==> src/rtl/if_stage_fetch_unit_pkg.sv <==
// if_stage_fetch_unit_pkg: shared FSM state type and default widths for the fetch front-end
package if_stage_fetch_unit_pkg;
  localparam int PC_W_DEF = 16;
  localparam int IMEM_AW_DEF = 8;
  localparam int INSTR_W_DEF = 32;
  localparam int RESET_PC_DEF = 0;
  typedef enum logic [1:0] {IDLE, BOOT, RUN} state_e;
endpackage

==> src/rtl/if_stage_fetch_unit_if.sv <==
// if_stage_fetch_unit_if: synchronous single-port instruction SRAM bus
interface if_stage_fetch_unit_if #(
  parameter int IMEM_AW = if_stage_fetch_unit_pkg::IMEM_AW_DEF,
  parameter int INSTR_W = if_stage_fetch_unit_pkg::INSTR_W_DEF
);
  logic               imem_we;
  logic [IMEM_AW-1:0] imem_addr;
  logic [INSTR_W-1:0] imem_wdata;
  logic [INSTR_W-1:0] imem_rdata;
  modport master(output imem_we, imem_addr, imem_wdata, input imem_rdata);
  modport slave(input imem_we, imem_addr, imem_wdata, output imem_rdata);
endinterface

==> src/rtl/if_stage_fetch_unit_pc_gen.sv <==
// if_stage_fetch_unit_pc_gen: PC register with increment/wrap, branch/stall select and issue enable
module if_stage_fetch_unit_pc_gen #(
  parameter int PC_W = if_stage_fetch_unit_pkg::PC_W_DEF,
  parameter int RESET_PC = if_stage_fetch_unit_pkg::RESET_PC_DEF
) (
  input  logic            clk,
  input  logic            rst,
  input  logic            run,
  input  logic            load,
  input  logic            boot_up,
  input  logic            stall,
  input  logic            branch_taken,
  input  logic [PC_W-1:0] branch_target,
  output logic            issue,
  output logic [PC_W-1:0] pc
);
  logic [PC_W-1:0] pc_q, pc_d;
  // a re-boot request outranks a redirect; wrap falls out of the PC_W-bit add
  always_comb begin
    issue = run && !boot_up && !stall && !branch_taken;
    pc_d = load ? PC_W'(RESET_PC) :
           (run && !boot_up && branch_taken) ? branch_target :
           issue ? pc_q + PC_W'(1) : pc_q;
  end
  always_ff @(posedge clk or posedge rst)
    if (rst) pc_q <= PC_W'(RESET_PC);
    else pc_q <= pc_d;
  assign pc = pc_q;
endmodule

==> src/rtl/if_stage_fetch_unit.sv <==
// if_stage_fetch_unit: boot loader, PC and 1-deep fetch pipeline; IF_PERF_CNT_EN adds fetch/squash counters
module if_stage_fetch_unit
  import if_stage_fetch_unit_pkg::*;
#(
  parameter int PC_W = PC_W_DEF,
  parameter int IMEM_AW = IMEM_AW_DEF,
  parameter int INSTR_W = INSTR_W_DEF,
  parameter int BOOT_WORDS = 256,
  parameter int RESET_PC = RESET_PC_DEF
) (
  input  logic                 clk,
  input  logic                 rst,
  input  logic                 boot_up,
  input  logic                 boot_valid,
  input  logic [INSTR_W-1:0]   boot_data,
  output logic                 boot_ready,
  if_stage_fetch_unit_if.master imem,
  input  logic                 branch_taken,
  input  logic [PC_W-1:0]      branch_target,
  input  logic                 stall,
  output logic                 instr_valid,
  output logic [INSTR_W-1:0]   instr,
  output logic [PC_W-1:0]      instr_pc,
  output logic                 pc_run,
  output logic [PC_W-1:0]      pc
`ifdef IF_PERF_CNT_EN
  ,
  output logic [31:0]          fetch_cnt,
  output logic [15:0]          squash_cnt
`endif
);
  state_e state_q, state_d;
  logic [IMEM_AW-1:0] cnt_q, cnt_d;
  logic rsp_v_q, rsp_v_d, hold_v_q, hold_v_d;
  logic [PC_W-1:0] rsp_pc_q, rsp_pc_d, hold_pc_q, hold_pc_d;
  logic [INSTR_W-1:0] hold_instr_q, hold_instr_d;
  logic run, load, issue, squash, enter_boot, capture;
  if_stage_fetch_unit_pc_gen #(.PC_W(PC_W), .RESET_PC(RESET_PC)) u_pc_gen (
    .clk(clk), .rst(rst), .run(run), .load(load), .boot_up(boot_up), .stall(stall),
    .branch_taken(branch_taken), .branch_target(branch_target), .issue(issue), .pc(pc)
  );
  always_comb begin
    run = state_q == RUN;
    boot_ready = state_q == BOOT;
    pc_run = run;
    load = boot_ready && boot_valid && cnt_q == IMEM_AW'(BOOT_WORDS - 1);
    enter_boot = boot_up && state_q != BOOT;
    squash = run && (boot_up || branch_taken);
    state_d = enter_boot ? BOOT : load ? RUN : state_q;
    cnt_d = enter_boot ? '0 : (boot_ready && boot_valid) ? cnt_q + IMEM_AW'(1) : cnt_q;
    rsp_v_d = issue;
    rsp_pc_d = issue ? pc : rsp_pc_q;
    // SRAM data is only valid for one cycle, so a stalled response is parked in the hold register
    capture = stall && !hold_v_q && rsp_v_q;
    hold_v_d = run && stall && !squash && (hold_v_q || rsp_v_q);
    hold_instr_d = capture ? imem.imem_rdata : hold_instr_q;
    hold_pc_d = capture ? rsp_pc_q : hold_pc_q;
    instr_valid = hold_v_q || rsp_v_q;
    instr = hold_v_q ? hold_instr_q : rsp_v_q ? imem.imem_rdata : '0;
    instr_pc = hold_v_q ? hold_pc_q : rsp_v_q ? rsp_pc_q : '0;
    imem.imem_we = boot_ready && boot_valid;
    imem.imem_addr = boot_ready ? cnt_q : pc[IMEM_AW-1:0];
    imem.imem_wdata = boot_data;
  end
  always_ff @(posedge clk or posedge rst)
    if (rst) begin
      state_q <= IDLE;
      cnt_q <= '0;
      rsp_v_q <= 1'b0;
      rsp_pc_q <= '0;
      hold_v_q <= 1'b0;
      hold_pc_q <= '0;
      hold_instr_q <= '0;
    end else begin
      state_q <= state_d;
      cnt_q <= cnt_d;
      rsp_v_q <= rsp_v_d;
      rsp_pc_q <= rsp_pc_d;
      hold_v_q <= hold_v_d;
      hold_pc_q <= hold_pc_d;
      hold_instr_q <= hold_instr_d;
    end
`ifdef IF_PERF_CNT_EN
  logic [31:0] fetch_cnt_q, fetch_cnt_d;
  logic [15:0] squash_cnt_q, squash_cnt_d;
  // a squash only loses an instruction that decode has not taken this cycle
  always_comb begin
    fetch_cnt_d = enter_boot ? '0 :
                  (instr_valid && !stall && fetch_cnt_q != '1) ? fetch_cnt_q + 32'd1 : fetch_cnt_q;
    squash_cnt_d = enter_boot ? '0 :
                   (squash && instr_valid && stall && squash_cnt_q != '1) ? squash_cnt_q + 16'd1 : squash_cnt_q;
  end
  always_ff @(posedge clk or posedge rst)
    if (rst) begin
      fetch_cnt_q <= '0;
      squash_cnt_q <= '0;
    end else begin
      fetch_cnt_q <= fetch_cnt_d;
      squash_cnt_q <= squash_cnt_d;
    end
  assign fetch_cnt = fetch_cnt_q;
  assign squash_cnt = squash_cnt_q;
`endif
endmodule

==> src/flat_wrapper.sv <==
// flat-port wrapper written by rule: the top's interface ports become plain ports
module if_stage_fetch_unit_flat import if_stage_fetch_unit_pkg::*;
#(
  parameter int PC_W = PC_W_DEF,
  parameter int IMEM_AW = IMEM_AW_DEF,
  parameter int INSTR_W = INSTR_W_DEF,
  parameter int BOOT_WORDS = 256,
  parameter int RESET_PC = RESET_PC_DEF
)
  (clk, rst, boot_up, boot_valid, boot_data, boot_ready, branch_taken, branch_target, stall, instr_valid, instr, instr_pc, pc_run, pc, imem_imem_we, imem_imem_addr, imem_imem_wdata, imem_imem_rdata);
  if_stage_fetch_unit_if #(.IMEM_AW(IMEM_AW), .INSTR_W(INSTR_W)) imem_i ();
  input  logic clk;
  input  logic rst;
  input  logic boot_up;
  input  logic boot_valid;
  input  logic [INSTR_W-1:0] boot_data;
  output logic boot_ready;
  input  logic branch_taken;
  input  logic [PC_W-1:0] branch_target;
  input  logic stall;
  output logic instr_valid;
  output logic [INSTR_W-1:0] instr;
  output logic [PC_W-1:0] instr_pc;
  output logic pc_run;
  output logic [PC_W-1:0] pc;
  output wire logic [$bits(imem_i.imem_we)-1:0] imem_imem_we;
  output wire logic [$bits(imem_i.imem_addr)-1:0] imem_imem_addr;
  output wire logic [$bits(imem_i.imem_wdata)-1:0] imem_imem_wdata;
  input wire logic [$bits(imem_i.imem_rdata)-1:0] imem_imem_rdata;
  assign imem_imem_we = imem_i.imem_we;
  assign imem_imem_addr = imem_i.imem_addr;
  assign imem_imem_wdata = imem_i.imem_wdata;
  assign imem_i.imem_rdata = imem_imem_rdata;
  if_stage_fetch_unit #(.PC_W(PC_W), .IMEM_AW(IMEM_AW), .INSTR_W(INSTR_W), .BOOT_WORDS(BOOT_WORDS), .RESET_PC(RESET_PC)) u_core (.clk(clk), .rst(rst), .boot_up(boot_up), .boot_valid(boot_valid), .boot_data(boot_data), .boot_ready(boot_ready), .imem(imem_i), .branch_taken(branch_taken), .branch_target(branch_target), .stall(stall), .instr_valid(instr_valid), .instr(instr), .instr_pc(instr_pc), .pc_run(pc_run), .pc(pc));
endmodule
==> config.mk <==
export PLATFORM = sky130hd
export DESIGN_NAME = if_stage_fetch_unit_flat
export DESIGN_NICKNAME = d
export VERILOG_FILES = /design/src/rtl/if_stage_fetch_unit_pkg.sv /design/src/rtl/if_stage_fetch_unit_if.sv /design/src/rtl/if_stage_fetch_unit_pc_gen.sv /design/src/rtl/if_stage_fetch_unit.sv /design/src/flat_wrapper.sv
export SDC_FILE = /design/constraint.sdc
export NUM_CORES = 1
export LEC_CHECK = 0
export CORE_MARGIN = 2
export CORE_UTILIZATION = 44
export CTS_CLUSTER_DIAMETER = 50
export DETAILED_ROUTE_END_ITERATION = 7
export PLACE_DENSITY = 0.93
export SLEW_MARGIN = 20
export SYNTH_ARGS = -nofsm -noshare
export SYNTH_HDL_FRONTEND = slang
export SYNTH_SLANG_ARGS = --single-unit
==> constraint.sdc <==
create_clock -name clk -period 4.15 [get_ports clk]
set_input_delay 0.83 -clock clk [delete_from_list [all_inputs] [get_ports clk]]
set_output_delay 0.83 -clock clk [all_outputs]
set_load 0.005 [all_outputs]
## Word-level counts from Yosys, hierarchy flattened

Index checks and enable logic that the tools add are counted.

| cells by class | value |
|---|---|
| $add $sub $neg | 2 |
| eq/ne operators | 4 |
| muxes and demuxes | 12 |
| reduce and logical (&&, ||, !) cells | 23 |

Operators by type and width:

| operator | count |
|---|---|
| 16-bit 2-to-1 mux | 5 |
| 32-bit 2-to-1 mux | 2 |
| 8-bit 2-to-1 mux | 3 |
| 16-bit by 1-bit adder with 16-bit output, second input constant | 1 |
| 1-bit logical AND | 13 |
| 8-bit by 1-bit adder with 8-bit output, second input constant | 1 |
| 8-bit == test, second input constant | 1 |
| 1-bit logical NOT | 5 |
| 2-bit 2-to-1 mux | 2 |
| 2-bit nonzero test | 2 |
| 3-bit nonzero test | 1 |
| 2-bit by 1-bit == test with 1-bit output, second input constant | 1 |
| 2-bit == test, second input constant | 1 |
| 1-bit logical OR | 2 |
| 2-bit by 1-bit inequality test with 1-bit output, second input constant | 1 |

| word-level totals | value |
|---|---|
| word-level logic and storage cells | 49 |
| flip-flop bits (word level) | 92 |
| input bits | 86 |
| output and inout bits | 108 |

## Depth between registers and ports, before layout

Gate-level depths: netlist (run 1).

| depth | value |
|---|---|
| depth after elaboration | 7 |
| depth in mapped cells | 8 |
| mapped depth without buffers | 5 |

## Modules after synthesis

A second synthesis (run 1) with hierarchy kept.

| unflattened totals | value |
|---|---|
| cells, all modules | 492 |
| area total of the unflattened synthesis | 5031.1 um2 |

Modules (own cells, without submodules):

| module | area each (um2) | sequential area each (um2) | instances | cells an instance |
|---|---|---|---|---|
| if_stage_fetch_unit | 3970.1 | 1901.8 | 1 | 369 |
| if_stage_fetch_unit_pc_gen | 1061.0 | 400.4 | 1 | 123 |

## Least setup slack after synthesis (run 1)

OpenSTA, ideal clock, no wires.

| timing | value |
|---|---|
| kind | input to register |
| start point | input port boot_up |
| end point | register u_core.u_pc_gen.pc_q[6] (netlist: u_core.u_pc_gen.pc[6]) |
| slack | 1.895 ns |
| arrival time | 2.177 ns |
| stages on the path | 7 |
| required time | 4.072 ns |
| library setup time | 0.078 ns |
| cells stage by stage | or4b_1 > buf_2 > or2_1 > buf_6 > buf_6 > o22ai_1 > o2bb2ai_1 |

| on the way | value |
|---|---|
| longest elaborated chain between the ends | 5 |
| elaborated cells on any way between the ends | 8 |
| those cells by class | mux (2); reduce/logical (6) |

Ends and longest elaborated chain:

| what | RTL line | source |
|---|---|---|
| start, declared | flat_wrapper.sv:14 | `input logic boot_up;` |
| 1-bit logical NOT * | if_stage_fetch_unit_pc_gen.sv:20, if_stage_fetch_unit_pc_gen.sv:22 |  |
| 1-bit logical AND * | if_stage_fetch_unit_pc_gen.sv:20, if_stage_fetch_unit_pc_gen.sv:22 |  |
| 1-bit logical AND, on equally long branches | if_stage_fetch_unit_pc_gen.sv:22, if_stage_fetch_unit_pc_gen.sv:20 |  |
| 16-bit 2-to-1 mux / 1-bit logical AND (equally long branches) | if_stage_fetch_unit_pc_gen.sv:22, if_stage_fetch_unit_pc_gen.sv:20 |  |
| 16-bit 2-to-1 mux / 3-bit nonzero test (equally long branches) | -- |  |
| end signal, assigned | if_stage_fetch_unit_pc_gen.sv:26 | `if (rst) pc_q <= PC_W'(RESET_PC);` |
| end signal, assigned | if_stage_fetch_unit_pc_gen.sv:27 | `else pc_q <= pc_d;` |
| end, declared | if_stage_fetch_unit_pc_gen.sv:17 | `logic [PC_W-1:0] pc_q, pc_d;` |

Mark *: on every way between the ends. The rest lies on a longest branch, timed or not.
A chain may end at the register's enable or synchronous reset.

## Final worst setup path (run 1)

| timing | value |
|---|---|
| start point | register u_core.hold_v_q |
| end point | output port instr[29] |

| on the way | value |
|---|---|
| longest elaborated chain between the ends | 1 |

Ends and longest elaborated chain:

| what | RTL line | source |
|---|---|---|
| start, declared | if_stage_fetch_unit.sv:34 | `logic rsp_v_q, rsp_v_d, hold_v_q, hold_v_d;` |
| start signal, assigned | if_stage_fetch_unit.sv:79 | `hold_v_q <= hold_v_d;` |
| 32-bit 2-to-1 mux | if_stage_fetch_unit.sv:59 | `instr = hold_v_q ? hold_instr_q : rsp_v_q ? imem.imem_rdata : '0;` |
| end, declared | flat_wrapper.sv:22 | `output logic [INSTR_W-1:0] instr;` |

No other way between the ends.

==> metrics.txt, run 1 <==
outcome complete, no violations; M3 GR Usage 4.98%; synth warn 0; #FFs+latches synth 92; met2 Use GR 34.4%; CTS Hold Bufs 0; H-tree levels 3; drt wl/cell ~17 um; multi-input combinational cell area roughly 0.0022 mm^2; Clock Skews 11.4 ps; Starting DRT DRC Count 514; Post-Syn Nets 616; fmax 309 MHz; leading area contributor after synthesis dfrtp_1; cell family with most CP delay buffers and inverters; # DRC 0; leakage power ~2.8 nW; RSZ-0062 raised after global routing no; Worst path depth 4; asr flop ratio synth 100%; die area ~0.012 mm^2; Final Hold Violating Endpoints 0; ANT nets after route 0; Worst Path Max Fanout 44; GR peak layer met2; first-pass GRT wire length 20,200 um; Reg clk slew, reported paths 90 ps; vias in the first global route 4,092; Overall Global Routing Usage 21.2%; Critical Path AT 2400 ps; CTS root buf clkbuf_8; RD Place Congestion about 0.94; ys flop type dfrtp_1; I/O Pins 194; Critical Path RT 3320 ps; PortBufs 129; fin crit period around 3200 ps; row cnt 38; CTS buffer count 9; total gr overflow 0; max incr delay on CP 830 ps; Storage cell area 0.00230 mm^2; Final HPWL DP 9090 um; share of cells above drive strength 1 about 13%; Die Y 110 um; antenna violations before repair 0; Slew Viols, Final 0; global routing met1 resource utilization about 28%; Startpoint Class register; CP endpoint kind output pin; initial core utilization 45.3%; Via density 5.60; setup bufs post-CTS 0; Finish-stage setup viols 0; Max Root-Sink Buffers 2; slowest CP cell dfrtp_2; post-synth cell types 47; via count 4,225; share of the yosys chip area belonging to registers 46.7%; Final #Nets 698; Post-synth EDFFs 0; setup TNS 0 ps; Final Cycle Share a little under 80%; Power Total 1.64 mW; final wirelength 12,600 um; max_cap viols 0; Buf+Inv Stages, Crit Path 2; CP Class register to output pin; antenna cells 0; pin count of the biggest net entering global routing 62; synthesized cell area 0.00493 mm^2; synthesized area per cell ~9.3 um^2; Hold Path Depth 1; P per Cell Area 262 mW/mm^2; worst skew pair latency 360 ps; r2r worst-path depth 5; CTS tree built; Synth Instances 528; Hold Path Class register to register; Rel. slew slack between 30 and 40%; post-cts gate resize count 0; clk sinks 92; Layout area overhead 26.9%; Core ar. between 0.01 and 0.015 mm^2; DRT Pass-1 Iters 5; Yosys top cell area share 46.7%; top post-synthesis cells by area dfrtp_1 (47%), mux2_2 (11%), nand2_1 (11%); worst vdd ir 0.224 mV; FILL cells 879; die width 110 um; Worst Tran Pin Value 923 ps; CP cell instances buf_4 > nand2_1 > o21ai_0 > clkdlybuf4s50_1
## stage by stage
stage	setup WS (ps)	utilization, %	instances	area [um^2]	hold WS, ps
final	916	57.5	755	6260	512
after global routing	696	57.5	755	6260	535
after CTS	914	57.4	755	6250	514
after detailed placement	566	55.9	739	6080	493
after global placement	683	55.9	739	6080	487
after floorplan	928	-	528	4930	462
## sequential cells by signal, indices dropped and copies added (netlist names)
| signal | flops |
|---|---|
| u_core.hold_v_q | 1 |
| u_core.cnt_q | 8 |
| u_core.hold_instr_q | 32 |
| u_core.hold_pc_q | 16 |
| u_core.u_pc_gen.pc | 16 |
| u_core.rsp_v_q | 1 |
| u_core.state_q | 2 |
| u_core.rsp_pc_q | 16 |
## routing by layer
| metal | vias up | wire length [um] |
|---|---|---|
| li1 | 1976 | - |
| met5 | - | 0 |
| met4 | 0 | 157 |
| met2 | 246 | 5840 |
| met1 | 1982 | 5340 |
| met3 | 21 | 1220 |
## synthesized netlist by cell type, types with 2 or more instances
| library cell | instances |
|---|---|
| nand2_1 | 140 |
| dfrtp_1 | 92 |
| mux2_2 | 49 |
| o21ai_0 | 42 |
| buf_4 | 33 |
| clkbuf_1 | 24 |
| a22o_1 | 21 |
| nor2_1 | 11 |
| nand4_1 | 9 |
| a21oi_1 | 8 |
| nor3_1 | 8 |
| o22ai_1 | 8 |
| a21o_1 | 7 |
| nand3_1 | 7 |
| nor4_1 | 7 |
| buf_2 | 5 |
| inv_1 | 5 |
| o2bb2ai_1 | 5 |
| mux2i_1 | 4 |
| nor3b_1 | 4 |
| a22oi_1 | 3 |
| nand2b_1 | 3 |
| a32oi_1 | 2 |
| and3_1 | 2 |
| and4_1 | 2 |
| buf_6 | 2 |
| ha_1 | 2 |
| nor2b_1 | 2 |
| o31ai_1 | 2 |
| or2_2 | 2 |
## logic make-up (layout without fill, tap and decap cells)
logic type | after synthesis | in the layout | synth area share [%]
flip-flops | 92 | 92 | 46.7
AND/OR/NAND/NOR | 205 | 205 | 18.4
AO/OA/AOI/OAI | 103 | 103 | 13.8
buffers and inverters | 72 | 159 | 8.45
multiplexers | 53 | 53 | 12.0
XOR/XNOR | 1 | 1 | 0.178
adder cells (fa/ha/maj) | 2 | 2 | 0.507
## layout make-up
| class | count | share of cell area [%] |
|---|---|---|
| clock inverter | 5 | 0.600 |
| clock buffer | 11 | 2.10 |
| multi-input combinational | 364 | 35.7 |
| sequential | 92 | 36.8 |
| tap | 140 | 2.80 |
| timing repair buffer | 136 | 21.5 |
| inverter | 7 | 0.480 |
## layout by cell type (no fill, tap or decap), types with 3 or more instances in the layout
| master | synthesis | routed |
|---|---|---|
| a21o_1 | 7 | 7 |
| a21oi_1 | 8 | 8 |
| a22o_1 | 21 | 21 |
| a22oi_1 | 3 | 3 |
| buf_4 | 33 | 7 |
| clkbuf_8 | 0 | 9 |
| clkdlybuf4s50_1 | 0 | 129 |
| dfrtp_1 | 92 | 91 |
| inv_1 | 5 | 4 |
| mux2_2 | 49 | 49 |
| mux2i_1 | 4 | 4 |
| nand2_1 | 140 | 139 |
| nand2b_1 | 3 | 3 |
| nand3_1 | 7 | 7 |
| nand4_1 | 9 | 9 |
| nor2_1 | 11 | 11 |
| nor3_1 | 8 | 8 |
| nor3b_1 | 4 | 4 |
| nor4_1 | 7 | 7 |
| o21ai_0 | 42 | 42 |
| o22ai_1 | 8 | 8 |
| o2bb2ai_1 | 5 | 5 |
## power by group
part	switching, mW	internal (mW)
Combinational	0.0773	0.0955
Clock	0.313	0.220
Sequential	0.0237	0.912
## final timing paths
| check | end | slack (ps) | startpoint |
|---|---|---|---|
| max in group asynchronous | u_core.hold_instr_q[30] | 2430 | rst |
| hold reg to reg | u_core.hold_instr_q[28] | 510 | u_core.hold_instr_q[28] |
| setup / recovery | instr[29] | 920 | u_core.hold_v_q |
| min in group asynchronous | u_core.hold_instr_q[2] | 940 | rst |
| setup reg to reg | u_core.u_pc_gen.pc[3] | 1510 | u_core.state_q[0] |
| hold / removal | u_core.hold_instr_q[28] | 510 | u_core.hold_instr_q[28] |
(Power assumes the default switching activity.)
==> inputs of run 2 (changes only) <==
--- a/config.mk
+++ b/config.mk
@@ -6,10 +6,10 @@
 export NUM_CORES = 1
 export LEC_CHECK = 0
 export CORE_MARGIN = 2
-export CORE_UTILIZATION = 44
+export CORE_UTILIZATION = 40
 export CTS_CLUSTER_DIAMETER = 50
 export DETAILED_ROUTE_END_ITERATION = 7
-export PLACE_DENSITY = 0.93
+export PLACE_DENSITY = 0.89
 export SLEW_MARGIN = 20
 export SYNTH_ARGS = -nofsm -noshare
 export SYNTH_HDL_FRONTEND = slang
==> constraint.sdc (replaced) <==
create_clock -name clk -period 2.95 [get_ports clk]
set_input_delay 0.59 -clock clk [delete_from_list [all_inputs] [get_ports clk]]
set_output_delay 0.59 -clock clk [all_outputs]
set_load 0.005 [all_outputs]
==> run 2 against run 1 <==
Net effect: combinational power rose by 40%; setup slack got worse by 730 ps; global-route usage fell by 1.6 points; final cell count rose by 1.5%; core utilization decreased by 3.8 points; clock skew down 1.4 ps; power increased by 64%; sequential power grew 41%; die area grew 9.6%; clock power rose by 110%; largest power group unchanged.
==> metrics.txt, run 2 (synthesized netlist as in run 1, its figures left out) <==
worst skew pair latency between 300 and 400 ps; die width 115 um; CP endpoint kind output pin; DRT met1 WL about 5300 um; leakage power about 2.9 nW; final wirelength 12,700 um; Comb pwr share ~9.0%; Critical Path RT 2360 ps; vias in the first global route 4,241; Reg2Reg Capture Point u_core.u_pc_gen.pc[3]; setup TNS 0 ps; worst vdd ir 0.252 mV; most frequent cells in the layout nand2_1 (139), clkdlybuf4s50_1 (129), dfrtp_1 (91); CP Capture Point imem_imem_addr[4]; RD Place Congestion 0.907; Finish-stage setup viols 0; fmax about 360 MHz; Internal Pwr Total 2.09 mW; Clock Skews 9.97 ps; Final #Nets 703; row cnt 40; Overall Global Routing Usage between 10% and 20%; CTS tree built; Psw 0.597 mW; CP startpoint u_core.state_q[1]; most common library cell in the layout ignoring fill and taps nand2_1; DRT Pass-1 Iters 5; PortBufs 129; slowest CP cell clkdlybuf4s50_1; metal3 WL just under 1000 um; RSZ-0062 raised after global routing no; dpl cells 751; max incr delay on CP 540 ps; Via density 5.61; Final Cycle Share 93.6%; CTS buffer count 9; # DRC 0; first-pass GRT wire length 20,900 um; ANT nets after route 0; setup bufs post-CTS 0; Hold Path Class register to register; reg2reg setup slack 680 ps; outcome complete, no violations; Power Total 2.69 mW; Slew Viols, Final 0; CTS root buf clkbuf_16; total gr overflow 0; Worst Tran Pin Value 716 ps; CP cell instances nand2b_1 > inv_2 > o21ai_0 > clkdlybuf4s50_1; largest reg by FF count u_core.hold_instr_q; share of cells above drive strength 1 13.6%; Top Metal Used met4; Design Area, Final 0.00645 mm^2; FILL cells roughly 1,100; I/O Pins around 190; Max Root-Sink Buffers 2; Startpoint Class register; Final Hold Violating Endpoints 0; H-tree levels 3; via count ~4,300; max_cap viols 0; power share of the clock group 42.0%; Worst Path Max Fanout 12; Layout area overhead 30.7%; drt wl/cell 16.6 um; antenna cells 0; r2r worst-path depth 5; Die Y 115 um; Reg clk slew, reported paths 70 ps; initial core utilization 41.1%; final core occ a little over half; die area ~0.013 mm^2; max reg flops 32; Final HPWL DP about 9400 um; Storage cell area about 0.0023 mm^2; Reg-to-Reg Start u_core.state_q[0]; met2 WL post-DR approximately 6300 um; Switching Fraction around 22%; multi-input combinational cell area 0.00223 mm^2; clk sinks ~90; Core ar. 0.0120 mm^2; Critical Path AT 2170 ps; Post-Layout Cell Count 766; Rel. slew slack 52.3%; Starting DRT DRC Count 335; cell area after placement 0.00616 mm^2; sequential share of power approximately 49%; antenna violations before repair 0; fin crit period 2760 ps; CP Class register to output pin; pin count of the biggest net entering global routing 63; P per Cell Area 417 mW/mm^2
## run 2: cell type report
cell class,count,share of cell area [%]
inverter,7,0.485
multi-input combinational,364,34.6
tap,147,2.85
clock buffer,11,3.76
sequential,92,35.7
clock inverter,4,0.776
timing repair buffer,141,21.8
## run 2: per-stage QoR
step	hold slack [ps]	setup slack [ps]
after global placement	486	225
after global routing	513	73.1
after floorplan	462	935
after detailed placement	493	120
final	502	188
after CTS	508	126
## run 2: power groups by stage
stage | Sequential (mW) | Combinational, mW | Clock [mW]
detailed placement | 1.34 | 0.242 | 0
finish | 1.32 | 0.243 | 1.13
floorplan | 1.33 | 0.122 | 0
CTS | 1.32 | 0.245 | 1.16
global route | 1.32 | 0.266 | 1.23
global placement | 1.34 | 0.233 | 0
## run 2: worst max-delay path, delay by kind of cell (launching register included)
kind | cells | cell delay (ps)
AO/OA/AOI/OAI | 1 | 240
AND/OR/NAND/NOR | 1 | 410
flip-flops | 1 | 450
buffers and inverters | 2 | 730
## run 2: worst min path at each step
stage / startpoint / to / slack (ps) / cells after the start
global route: u_core.hold_instr_q[19] / u_core.hold_instr_q[19] / 510 / 1
CTS: u_core.hold_instr_q[19] / u_core.hold_instr_q[19] / 510 / 1
floorplan: u_core.rsp_pc_q[13] / u_core.rsp_pc_q[13] / 460 / 2
finish: u_core.rsp_pc_q[4] / u_core.rsp_pc_q[4] / 500 / 2
detailed placement: u_core.hold_instr_q[21] / u_core.hold_instr_q[21] / 490 / 1
global placement: u_core.hold_instr_q[24] / u_core.hold_instr_q[24] / 490 / 1
## run 2: routing by layer
layer	GRT usage (%)	up-vias
li1	-	1989
met5	0	-
met3	4.48	21
met1	24.5	2054
met4	6.51	0
met2	33.8	231
## run 2: repair_timing
action,4_1_cts,5_1_grt
hold buffers,0,0
endpoints found under the setup margin,0,1
resized for setup,0,1
endpoints found under the hold margin,0,0
==> inputs of run 3 (changes only) <==
--- a/config.mk
+++ b/config.mk
@@ -10,7 +10,7 @@
 export CTS_CLUSTER_DIAMETER = 50
 export DETAILED_ROUTE_END_ITERATION = 7
 export PLACE_DENSITY = 0.89
-export SLEW_MARGIN = 20
+export SLEW_MARGIN = 0
 export SYNTH_ARGS = -nofsm -noshare
 export SYNTH_HDL_FRONTEND = slang
 export SYNTH_SLANG_ARGS = --single-unit
==> results of run 3 <==
Final layout, timing and power as in run 2 (identical DEF).
